==> config.mk <==
export PLATFORM = sky130hd
export DESIGN_NAME = clock_gated_approx_mult_pipe
export DESIGN_NICKNAME = d
export VERILOG_FILES = /design/src/rtl/clock_gated_approx_mult_pipe.sv
export SDC_FILE = /design/constraint.sdc
export NUM_CORES = 1
export LEC_CHECK = 0
export CAP_MARGIN = 15
export CORE_MARGIN = 2
export CORE_UTILIZATION = 35
export DETAILED_ROUTE_END_ITERATION = 10
export GPL_TIMING_DRIVEN = 0
export PLACE_DENSITY_LB_ADDON = 0.3
export SETUP_SLACK_MARGIN = 0.05
export SLEW_MARGIN = 20
export SYNTH_ARGS = -nofsm -noshare
export SYNTH_HDL_FRONTEND = slang
export SYNTH_SLANG_ARGS = --single-unit
==> constraint.sdc <==
create_clock -name clk -period 5.82 [get_ports clk]
set_clock_uncertainty 0.2 [all_clocks]
set_input_delay 1.746 -clock clk [delete_from_list [all_inputs] [get_ports clk]]
set_output_delay 1.746 -clock clk [all_outputs]
set_load 0.005 [all_outputs]
==> src/rtl/clock_gated_approx_mult_pipe.sv <==
// Two-stage unsigned multiplier (exact or truncated-approximate) whose operand and
// result banks are clocked only on load through latch-based clock gates.
module clock_gated_approx_mult_pipe #(
  parameter int WIDTH = 8,
  parameter int TRUNC = 4,
  parameter int CNT_W = 16
) (
  input  logic               clk,
  input  logic               rst,
  input  logic               en,
  input  logic               approx,
  input  logic               in_valid,
  output logic               in_ready,
  input  logic [WIDTH-1:0]   A,
  input  logic [WIDTH-1:0]   B,
  output logic               out_valid,
  input  logic               out_ready,
  output logic [2*WIDTH-1:0] Y,
  output logic [CNT_W-1:0]   gate_cnt
);

  logic               v_a;
  logic               v_b;
  logic               ld_b;
  logic               accept;
  logic               en_lat_a;
  logic               en_lat_b;
  logic               gclk_a;
  logic               gclk_b;
  logic [WIDTH-1:0]   op_a;
  logic [WIDTH-1:0]   op_b;
  logic               op_mode;
  logic [2*WIDTH-1:0] prod_exact;
  logic [2*WIDTH-1:0] prod_apx;

  assign ld_b      = en & v_a & (~v_b | out_ready);
  assign in_ready  = rst & en & (~v_a | ld_b);
  assign accept    = in_valid & in_ready;
  assign out_valid = en & v_b;

  // Enables are captured while clk is low so the gated clocks cannot glitch.
  always_latch begin
    if (!clk) begin
      en_lat_a <= accept;
      en_lat_b <= ld_b;
    end
  end

  assign gclk_a = clk & en_lat_a;
  assign gclk_b = clk & en_lat_b;

  always_ff @(posedge clk or negedge rst) begin
    if (!rst) begin
      v_a      <= 1'b0;
      v_b      <= 1'b0;
      gate_cnt <= '0;
    end else begin
      if (accept)
        v_a <= 1'b1;
      else if (ld_b)
        v_a <= 1'b0;

      if (ld_b)
        v_b <= 1'b1;
      else if (out_valid && out_ready)
        v_b <= 1'b0;

      if (!ld_b && gate_cnt != {CNT_W{1'b1}})
        gate_cnt <= gate_cnt + CNT_W'(1);
    end
  end

  always_ff @(posedge gclk_a or negedge rst) begin
    if (!rst) begin
      op_a    <= '0;
      op_b    <= '0;
      op_mode <= 1'b0;
    end else begin
      op_a    <= A;
      op_b    <= B;
      op_mode <= approx;
    end
  end

  assign prod_exact = {{WIDTH{1'b0}}, op_a} * {{WIDTH{1'b0}}, op_b};

  // Truncated product keeps only partial-product bits of weight 2^TRUNC and above.
  always_comb begin
    prod_apx = '0;
    for (int i = 0; i < WIDTH; i++) begin
      for (int j = 0; j < WIDTH; j++) begin
        if (i + j >= TRUNC)
          prod_apx = prod_apx + ((2*WIDTH)'(op_a[i] & op_b[j]) << (i + j));
      end
    end
  end

  always_ff @(posedge gclk_b or negedge rst) begin
    if (!rst)
      Y <= '0;
    else
      Y <= op_mode ? prod_apx : prod_exact;
  end

endmodule
== Yosys cells after proc, flatten, opt, wreduce, memory -nomap -nowiden ==
Cells that the tools add are included.
Cells by class
  bitwise logic cells: 66
  reduce and logical (&&, ||, !) cells: 5
  add/sub/neg operators: 54
  $mul: 1
  mux-type cells: 7
  equal/unequal tests: 1
Operator list (number)
  16-bit adder: 10
  16-bit by 10-bit adder with 16-bit output: 5
  16-bit by 7-bit adder with 16-bit output: 5
  16-bit by 8-bit adder with 16-bit output: 5
  16-bit by 11-bit adder with 16-bit output: 4
  16-bit by 9-bit adder with 16-bit output: 4
  1-bit AND: 62
  16-bit by 12-bit adder with 16-bit output: 3
  16-bit by 6-bit adder with 16-bit output: 3
  16-bit by 5-bit adder with 16-bit output: 2
  15-bit by 6-bit adder with 16-bit output: 1
  16-bit by 1-bit adder with 16-bit output (second input constant): 1
  16-bit by 13-bit adder with 16-bit output: 1
  16-bit by 14-bit adder with 16-bit output: 1
  8-bit by 8-bit multiplier with 16-bit output: 1
  16-bit two-way mux: 1
  16-bit inequality test (second input constant): 1
  14-bit by 5-bit adder with 15-bit output: 1
  13-bit by 9-bit adder with 14-bit output: 1
  12-bit by 8-bit adder with 13-bit output: 1
  11-bit by 7-bit adder with 12-bit output: 1
  10-bit by 6-bit adder with 11-bit output: 1
  9-bit by 5-bit adder with 10-bit output: 1
  8-bit by 8-bit adder with 9-bit output: 1
  8 further kinds: 17
Word-level totals
  bits in latches: 2
  input bits: 22
  register bits after elaboration: 51
  output and inout port bits: 34
  word-level logic and storage cells: 143

== Logic depth before layout (Yosys ltp) ==
Gate-level depths: netlist of run 1.
  depth after elaboration: 55
  mapped depth: 15
  mapped depth without buffers: 15

==> metrics.md, run 1 <==
| Metric | Value |
|---|---|
| Status | complete, no violations |
| Worst path cell trace | clkdlybuf4s50_1 > nand2b_1 > o211a_1 > and2_1 |
| Die area | 16300 um2 |
| Tot Pwr | 1.88 mW |
| Worst-Margin Slew | 0.660 ns |
| Crit path from | out_ready |
| WL final | 11.8 mm |
| Worst setup SP type | input pin |
| Crit-path max FO | 3 |
| Buffers & Inverters on Critical Path | 1 |
| Placed cells | 776 |
| Register bit total from synthesis | 53 |
| Cell area power density | 287 nW/um2 |
| Ranking of synthesized cells by area | fa_1, dfrtp_1, ha_1 |
| Vias in the first global route | 4360 |
| First drt pass iteration count | 4 |
| Endpoint class of the critical path | latch |
| Number of nets in the layout | 755 |
| Met1 Track Usage GR | a little under a fifth |
| Met2 usage | 26.7% |
| Worst setup endpoint | en_lat_a |
| Rel. slew slack | 56.0% |
| Number of DRC violations after detailed-routing iteration 0 | 141 |
| Routability cong. | around 0.87 |
| Reg2reg start | op_a[0] |
| Met3 Use GR | 3.59% |
| Io pins | 56 |
| Yosys warns | 0 |
| Maximum VDD drop | 0.191 mV |
| Cell family with most CP delay | buffers and inverters |
| Slowest library cell on the worst path | clkdlybuf4s50_1 |
| Post-Synthesis Cells | 533 |
| RSZ-0062 raised after global routing | no |
| Core Rows | 45 |
| Crit Path Class | input pin to latch |
| DR WL/cell | 14.8 um |
| Vias per cell | around 5 |
| Share of cells above drive strength 1 | 4.13% |
| Mapped Avg Cell Area | 10.1 um2 |
| Mapped Nets | 683 |
| Ys async rst share | a little over nine tenths |
| I/O Buffers | 55 |
| Die width | 128 um |
| Synth top cells by count | inv_1, fa_1, ha_1, and2_1, dfrtp_1 |
| Most common cell in the synthesized netlist | inv_1 |
| CP required | 3.38 ns |
| ANT cells | 0 |
| Worst-Skew Late Latency | about 0.67 ns |
| Post-synth cell types | between 50 and 60 |
| GR Util All Layers | 15.5% |
| CORE AREA | between 15000 and 20000 um2 |
| # DRC | 0 |
| GRT Residual Overflow | 0 |
| Final Non-Filler Cells | slightly below 800 |
| Post-Syn Area | 5360 um2 |
| Starting Density | 35.5% |
| Max-cap viol count | 0 |
| Number of flops mapped to enable cells by yosys | 0 |
| Hold bufs inserted after CTS | 0 |
| ANT nets after route | 0 |
| Area Overhead vs Synth | 22.2% |
| Max Transition Viols Final | 0 |
| # fillers | about 1.5k |
| Reg-to-reg setup timing slack | approximately 0.94 ns |
| WP data arrival | 2.71 ns |
| Largest area contributor in the netlist | fa_1 |
| Leak | around 3.3 nW |
| Worst reg2reg path depth | 15 |
| Post-DP HPWL | around 9.5 mm |
| Via count | slightly below 4k |
| Initial antenna violation count | 0 |
| Primary FF master, synth | dfrtp_1 |
| R2R Path End | Y[15] |
| Die height | 128 um |
| Critical path depth | 4 |
| CTS tree | yes |
| Worst path max stage delay | 0.41 ns |
| Post-CTS sizing | 0 |
| Hold Vio Cnt, Final | 0 |
| Setup Fix Bufs, Post-CTS | 0 |
| First-pass GRT wire length | about 20 mm |
| CTS clk-pin slew, worst paths | 0.06 ns |
| Busiest grt layer | met2 |
| Synth top area share | 25.4% |
| Largest net degree at the start of global routing | 53 |
| Worst min path class | flop to flop |
| Setup violators final | 0 |
-- worst min path at each step --
stage	from	to	slack, ns	cells past startpoint
floorplan	en_lat_a	clock gate	0.03	0
global placement	en_lat_a	clock gate	0.03	0
detailed placement	en_lat_a	clock gate	0.03	0
CTS	gate_cnt[14]	gate_cnt[14]	0.31	1
global route	gate_cnt[12]	gate_cnt[12]	0.34	1
finish	gate_cnt[14]	gate_cnt[14]	0.31	1
-- cells in the final DEF, fill, tap and decap left out, types with 2 or more instances in the layout --
| cell | instances |
|---|---|
| and2_1 | 53 |
| fa_1 | 68 |
| a221oi_1 | 2 |
| inv_1 | 112 |
| nand2_1 | 31 |
| nand3_1 | 10 |
| a311oi_1 | 2 |
| a31oi_1 | 2 |
| nand2b_1 | 2 |
| nor2_1 | 12 |
| a21oi_1 | 15 |
| clkbuf_16 | 16 |
| a211oi_1 | 7 |
| clkdlybuf4s50_1 | 54 |
| nand4_1 | 7 |
| a21o_1 | 10 |
| nor2b_1 | 5 |
| a2bb2oi_1 | 2 |
| and3_1 | 4 |
| dfrtp_1 | 51 |
| nor4_1 | 2 |
| xor2_1 | 10 |
| ha_1 | 60 |
| clkbuf_1 | 7 |
| xnor2_1 | 15 |
| o21bai_1 | 3 |
| o21ai_1 | 2 |
| o21ai_0 | 13 |
| dlxtn_1 | 2 |
-- report_power, final --
group | total, mW | internal [mW] | switching [mW]
logic | 1.18 | 0.535 | 0.644
clock network | 0.426 | 0.323 | 0.103
registers | 0.278 | 0.216 | 0.0618
total | 1.88 | 1.07 | 0.808
-- worst reg2reg max path: cells and delay by family, from the launching register on --
kind	cells	cell delay [ns]
AOI/OAI and AO/OA	3	0.70
adders and majority gates	6	2.77
and+or+nand+nor	3	0.43
buffers and inverters	3	0.18
DFF	1	0.51
-- state kept, by name (all words and copies together), names as in the netlist --
register	flops
en_lat_a	1
v_b	1
op_mode	1
op_b	8
op_a	8
Y	16
en_lat_b	1
gate_cnt	16
v_a	1
-- cells by family (layout without fill, tap and decap cells) --
group	after synthesis	in the layout	synth area share, %
buffers and inverters	119	192	8.49
flip-flops	51	51	23.8
AO/OA/AOI/OAI	73	73	9.70
AND/OR/NAND/NOR	134	134	13.8
latches	2	2	0.560
XOR/XNOR	25	25	4.08
adder cells (fa/ha/maj)	128	128	39.4
multiplexers	1	1	0.210
-- cell type report --
cell class	instances	area [um2]	area share (%)
Tap cell	188	235	3.59
Sequential cell	53	1310	19.9
Timing Repair Buffer	55	548	8.36
Clock buffer	18	408	6.22
Inverter	112	420	6.41
Multi-Input combinational cell	361	3600	55.0
Buffer	7	35.0	0.534
-- stage by stage --
step | hold WS (ns) | utilization, % | TNS, ns | instance area [um2] | worst slack, ns
global route | 0.339 | 43.4 | 0 | 6560 | 0.555
CTS | 0.310 | 43.4 | 0 | 6560 | 0.642
finish | 0.313 | 43.4 | 0 | 6560 | 0.668
detailed placement | 0.0263 | 40.7 | 0 | 6150 | 0
global placement | 0.0266 | 40.8 | -0.888 | 6150 | -0.888
floorplan | 0.0257 | - | 0 | 5360 | 0.441
-- layer usage --
layer | share of wire, % | vias to the layer above
met5 | 0 | -
met4 | 1.8 | 0
met3 | 5.2 | 21
met2 | 52 | 107
met1 | 41 | 1976
li1 | - | 1851
Note: power is estimated with default switching activity, not from simulation.
==> run 2: changes to the inputs <==
- CORE_UTILIZATION: 35 -> 59
- TNS_END_PERCENT: unset -> 20
==> metrics.md, run 2 (same netlist as run 1, synthesis figures left out) <==
| Metric | Value |
|---|---|
| Status | complete, no violations |
| Setup Fix Bufs, Post-CTS | 0 |
| Reg-to-reg setup timing slack | a little over 0.8 ns |
| Area Overhead vs Synth | 17.6% |
| Met1 Track Usage GR | 31.6% |
| CP required | between 3 and 4 ns |
| Hold Vio Cnt, Final | 0 |
| First-pass GRT wire length | 19.3 mm |
| DR WL/cell | about 16 um |
| Largest net degree at the start of global routing | 35 |
| Cell area power density | 271 nW/um2 |
| Share of cells above drive strength 1 | roughly 4.6% |
| Max Transition Viols Final | 0 |
| Endpoint class of the critical path | latch |
| # fillers | 664 |
| # DRC | 0 |
| Die height | 99.4 um |
| Vias per cell | 5.59 |
| CTS clk-pin slew, worst paths | roughly 0.07 ns |
| Met3 Use GR | 4.01% |
| GR Util All Layers | roughly 25% |
| Worst reg2reg path depth | 15 |
| GRT Residual Overflow | 0 |
| Leak | between 3 and 4 nW |
| Reg2reg start | op_b[6] |
| Vias in the first global route | 4300 |
| Max-cap viol count | 0 |
| WP data arrival | 2.75 ns |
| Fin area | roughly 6300 um2 |
| Commonest non-fill, non-tap cell in the layout | inv_1 |
| Worst-Skew Late Latency | around 0.67 ns |
| RSZ-0062 raised after global routing | no |
| Setup violators final | 0 |
| Min-delay src | gate_cnt[15] |
| Starting Density | 61.2% |
| Post-CTS sizing | 0 |
| Crit Path Class | input pin to latch |
| Via count | 4001 |
| Setup TNS | 0 ns |
| Die width | 99.4 um |
| Hold bufs inserted after CTS | 0 |
| Post-DP HPWL | 9.29 mm |
| I/O Buffers | 55 |
| Regs by FF count | Y: 16 flops, gate_cnt: 16 flops |
| CORE AREA | just under 9000 um2 |
| Io pins | 56 |
| Worst setup SP type | input pin |
| Most frequent cells in the layout | inv_1, fa_1, ha_1, clkdlybuf4s50_1, and2_1 |
| Placed cell areas | 6060 um2 |
| Initial antenna violation count | 0 |
| Hold depth | 1 |
| Number of nets in the layout | 756 |
| Core Rows | 34 |
| R2R Path End | Y[13] |
| Maximum VDD drop | 0.264 mV |
| CTS tree | yes |
| Busiest grt layer | met2 |
| Worst-Margin Slew | 0.562 ns |
| Hold Crit Endpoint | gate_cnt[15] |
| Met2 usage | 43.2% |
| Number of DRC violations after detailed-routing iteration 0 | 219 |
| Rel. slew slack | 62.5% |
| Crit-path max FO | 34 |
| WL final | 11.3 mm |
| ANT cells | 0 |
| Routability cong. | 0.891 |
| First drt pass iteration count | 4 |
| Worst min path class | flop to flop |
| ANT nets after route | 0 |
| Die area | 9870 um2 |
==> run 2: worst max-delay path, cell delays in order <==
cell and delay (ns):
buf_2 0.37, buf_12 0.27, o211a_1 0.19, and2_1 0.15
==> run 2: area by class of cell <==
type	count	area (um2)	area share, %
Multi-Input combinational cell	361	3600	57.1
Sequential cell	53	1310	20.7
Timing Repair Buffer	56	566	8.96
Inverter	112	420	6.66
Clock buffer	18	238	3.77
Tap cell	108	135	2.14
Buffer	7	35.0	0.555
Clock inverter	1	7.51	0.119
==> run 2: power by group <==
group / switching, mW / total, mW / internal [mW] / leakage [nW]
logic: 0.649 / 1.18 / 0.535 / 2.44
clock network: 0.0835 / 0.250 / 0.167 / 0.127
registers: 0.0596 / 0.276 / 0.216 / 0.638
total: 0.792 / 1.71 / 0.918 / 3.21
==> run 2: metrics by stage <==
step                      util [%]  std cells  power (mW)  hold WS (ns)  worst slack (ns)
after detailed placement      69.2        697        1.46        0.0292                 0
after floorplan                  -        533        1.12        0.0257             0.441
after global placement        69.0        696        1.41        0.0260            -0.833
final                         72.0        716        1.71         0.318             0.589
after global routing          72.0        716        1.90         0.343             0.430
after CTS                     72.0        716        1.72         0.319             0.547
==> run 2: worst max-delay path by stage <==
| stage | start | endpoint | slack (ns) |
|---|---|---|---|
| 2_1_floorplan | out_ready | en_lat_a | 0.44 |
| 3_3_place_gp | rst | in_ready | -0.83 |
| 3_5_place_dp | rst | en_lat_a | 0 |
| 4_1_cts | rst | en_lat_a | 0.55 |
| 5_1_grt | rst | en_lat_a | 0.43 |
| 6_report | rst | en_lat_a | 0.59 |
==> run 2: per-layer routing <==
layer	up-vias	part of all wire, %
met3	29	4.0
met5	-	0
met2	116	53
met1	1995	41
li1	1861	-
met4	0	2.3
==> run 3: changes to the inputs <==
- SLEW_MARGIN: 20 -> unset
==> metrics.md, run 3 (same netlist as run 1, synthesis figures left out) <==
| Metric | Value |
|---|---|
| Hold depth | 1 |
| Status | complete, no violations |
| Endpoint class of the critical path | latch |
| Worst setup margin | 0.586 ns |
| RSZ-0062 raised after global routing | no |
| # fillers | 649 |
| Setup TNS | 0 ns |
| Via count | 3990 |
| Setup violators final | 0 |
| WP data arrival | around 2.8 ns |
| Worst-Margin Slew | roughly 0.58 ns |
| Commonest non-fill, non-tap cell in the layout | inv_1 |
| CTS tree | yes |
| Routability cong. | around 0.89 |
| Initial antenna violation count | 0 |
| Setup Fix Bufs, Post-CTS | 0 |
| Vias per cell | 5.57 |
| CORE AREA | slightly below 9000 um2 |
| Comb pwr share | 67.9% |
| Register area | between 1000 and 1500 um2 |
| Number of DRC violations after detailed-routing iteration 0 | 162 |
| First-pass GRT wire length | 19.3 mm |
| R2R Path End | Y[13] |
| Placed cell areas | between 6000 and 7000 um2 |
| Most frequent cells in the layout | inv_1, fa_1, ha_1, clkdlybuf4s50_1, and2_1 |
| Die height | approximately 99 um |
| Die width | 99.4 um |
| Share of cells above drive strength 1 | 4.61% |
| Leak | between 3 and 4 nW |
| Reg-to-reg setup timing slack | between 0.8 and 0.9 ns |
| Tot Pwr | 1.75 mW |
| Area Overhead vs Synth | 17.9% |
| GRT Residual Overflow | 0 |
| Placed cells | 697 |
| ANT cells | 0 |
| Crit-path max FO | 4 |
| First drt pass iteration count | 4 |
| Reg2reg start | op_a[4] |
| Io pins | 56 |
| Rel. slew slack | just over 60% |
| Cell area power density | 276 nW/um2 |
| P_sw | 0.798 mW |
| I/O Buffers | 55 |
| Clock share of power | 16.3% |
| Area of the multi-input gates | 3600 um2 |
| Max-cap viol count | 0 |
| WL final | 11.4 mm |
| Crit Path Class | input pin to latch |
| Final Non-Filler Cells | slightly above 700 |
| Vias in the first global route | between 4k and 5k |
| ANT nets after route | 0 |
| Hold Vio Cnt, Final | 0 |
| Net Sw Frac | 45.7% |
| Worst-Skew Late Latency | ~0.7 ns |
| Sequential power share | 15.8% |
| Maximum VDD drop | 0.249 mV |
| Hold_ws | around 0.32 ns |
| GR Util All Layers | 24.9% |
| Regs by FF count | Y: 16 flops, gate_cnt: 16 flops |
| Worst setup endpoint | en_lat_b |
| Post-Route Utilization | 72.2% |
| Hold bufs inserted after CTS | 0 |
| Starting Density | about three fifths |
| CP required | 3.34 ns |
| Worst setup SP type | input pin |
| Post-DP HPWL | about 9.3 mm |
| Number of nets in the layout | 756 |
| DR WL/cell | 15.9 um |
| Core Rows | 34 |
| CTS clk-pin slew, worst paths | 0.07 ns |
| Worst reg2reg path depth | 14 |
| Pre-CTS setup slack | 0 ns |
| Post-CTS sizing | 0 |
| Max Transition Viols Final | 0 |
| Worst min path class | flop to flop |
| Largest net degree at the start of global routing | 43 |
| Fin area | approximately 6300 um2 |
| Die area | between 9000 and 10000 um2 |
| Crit path from | out_ready |
| Pint | ~0.95 mW |
| # DRC | 0 |
## run 3: changes by cell type in the layout (fill, tap and decap cells not counted), sizes merged
cell,delta
bufinv,+1
clkbuf,-1
## run 3: critical path: stages
cell	delay (ns)
clkdlybuf4s50_1	0.48
nand2b_1	0.15
and3_1	0.19
buf_2	0.18
## run 3: power by group through the flow
stage	clock [mW]	combinational, mW	sequential, mW
final	0.285	1.19	0.275
after global placement	0.00587	1.13	0.273
after global routing	0.299	1.34	0.283
after detailed placement	0.00587	1.17	0.278
after CTS	0.292	1.19	0.276
after floorplan	0.00587	0.853	0.265
## run 3: per-layer routing
layer / GRT usage (%) / share of wire [%]
met1: 31.0 / 40
met2: 43.9 / 53
met3: 3.79 / 4.1
met4: 9.80 / 2.2
met5: 0 / 0
## run 3: how the worst min path moves through the flow
| stage | to | startpoint | slack, ns |
|---|---|---|---|
| after CTS | gate_cnt[12] | gate_cnt[12] | 0.32 |
| final | gate_cnt[15] | gate_cnt[15] | 0.32 |
| after global placement | clock gate | en_lat_b | 0.03 |
| after global routing | gate_cnt[15] | gate_cnt[15] | 0.34 |
| after floorplan | clock gate | en_lat_a | 0.03 |
| after detailed placement | clock gate | en_lat_b | 0.03 |
## run 3: cell type report
cell class / count / area share (%)
sequential: 53 / 20.6
tap: 108 / 2.14
multi-input combinational: 361 / 56.9
clock inverter: 2 / 0.593
buffer: 7 / 0.554
inverter: 112 / 6.65
timing repair buffer: 56 / 8.94
clock buffer: 17 / 3.54
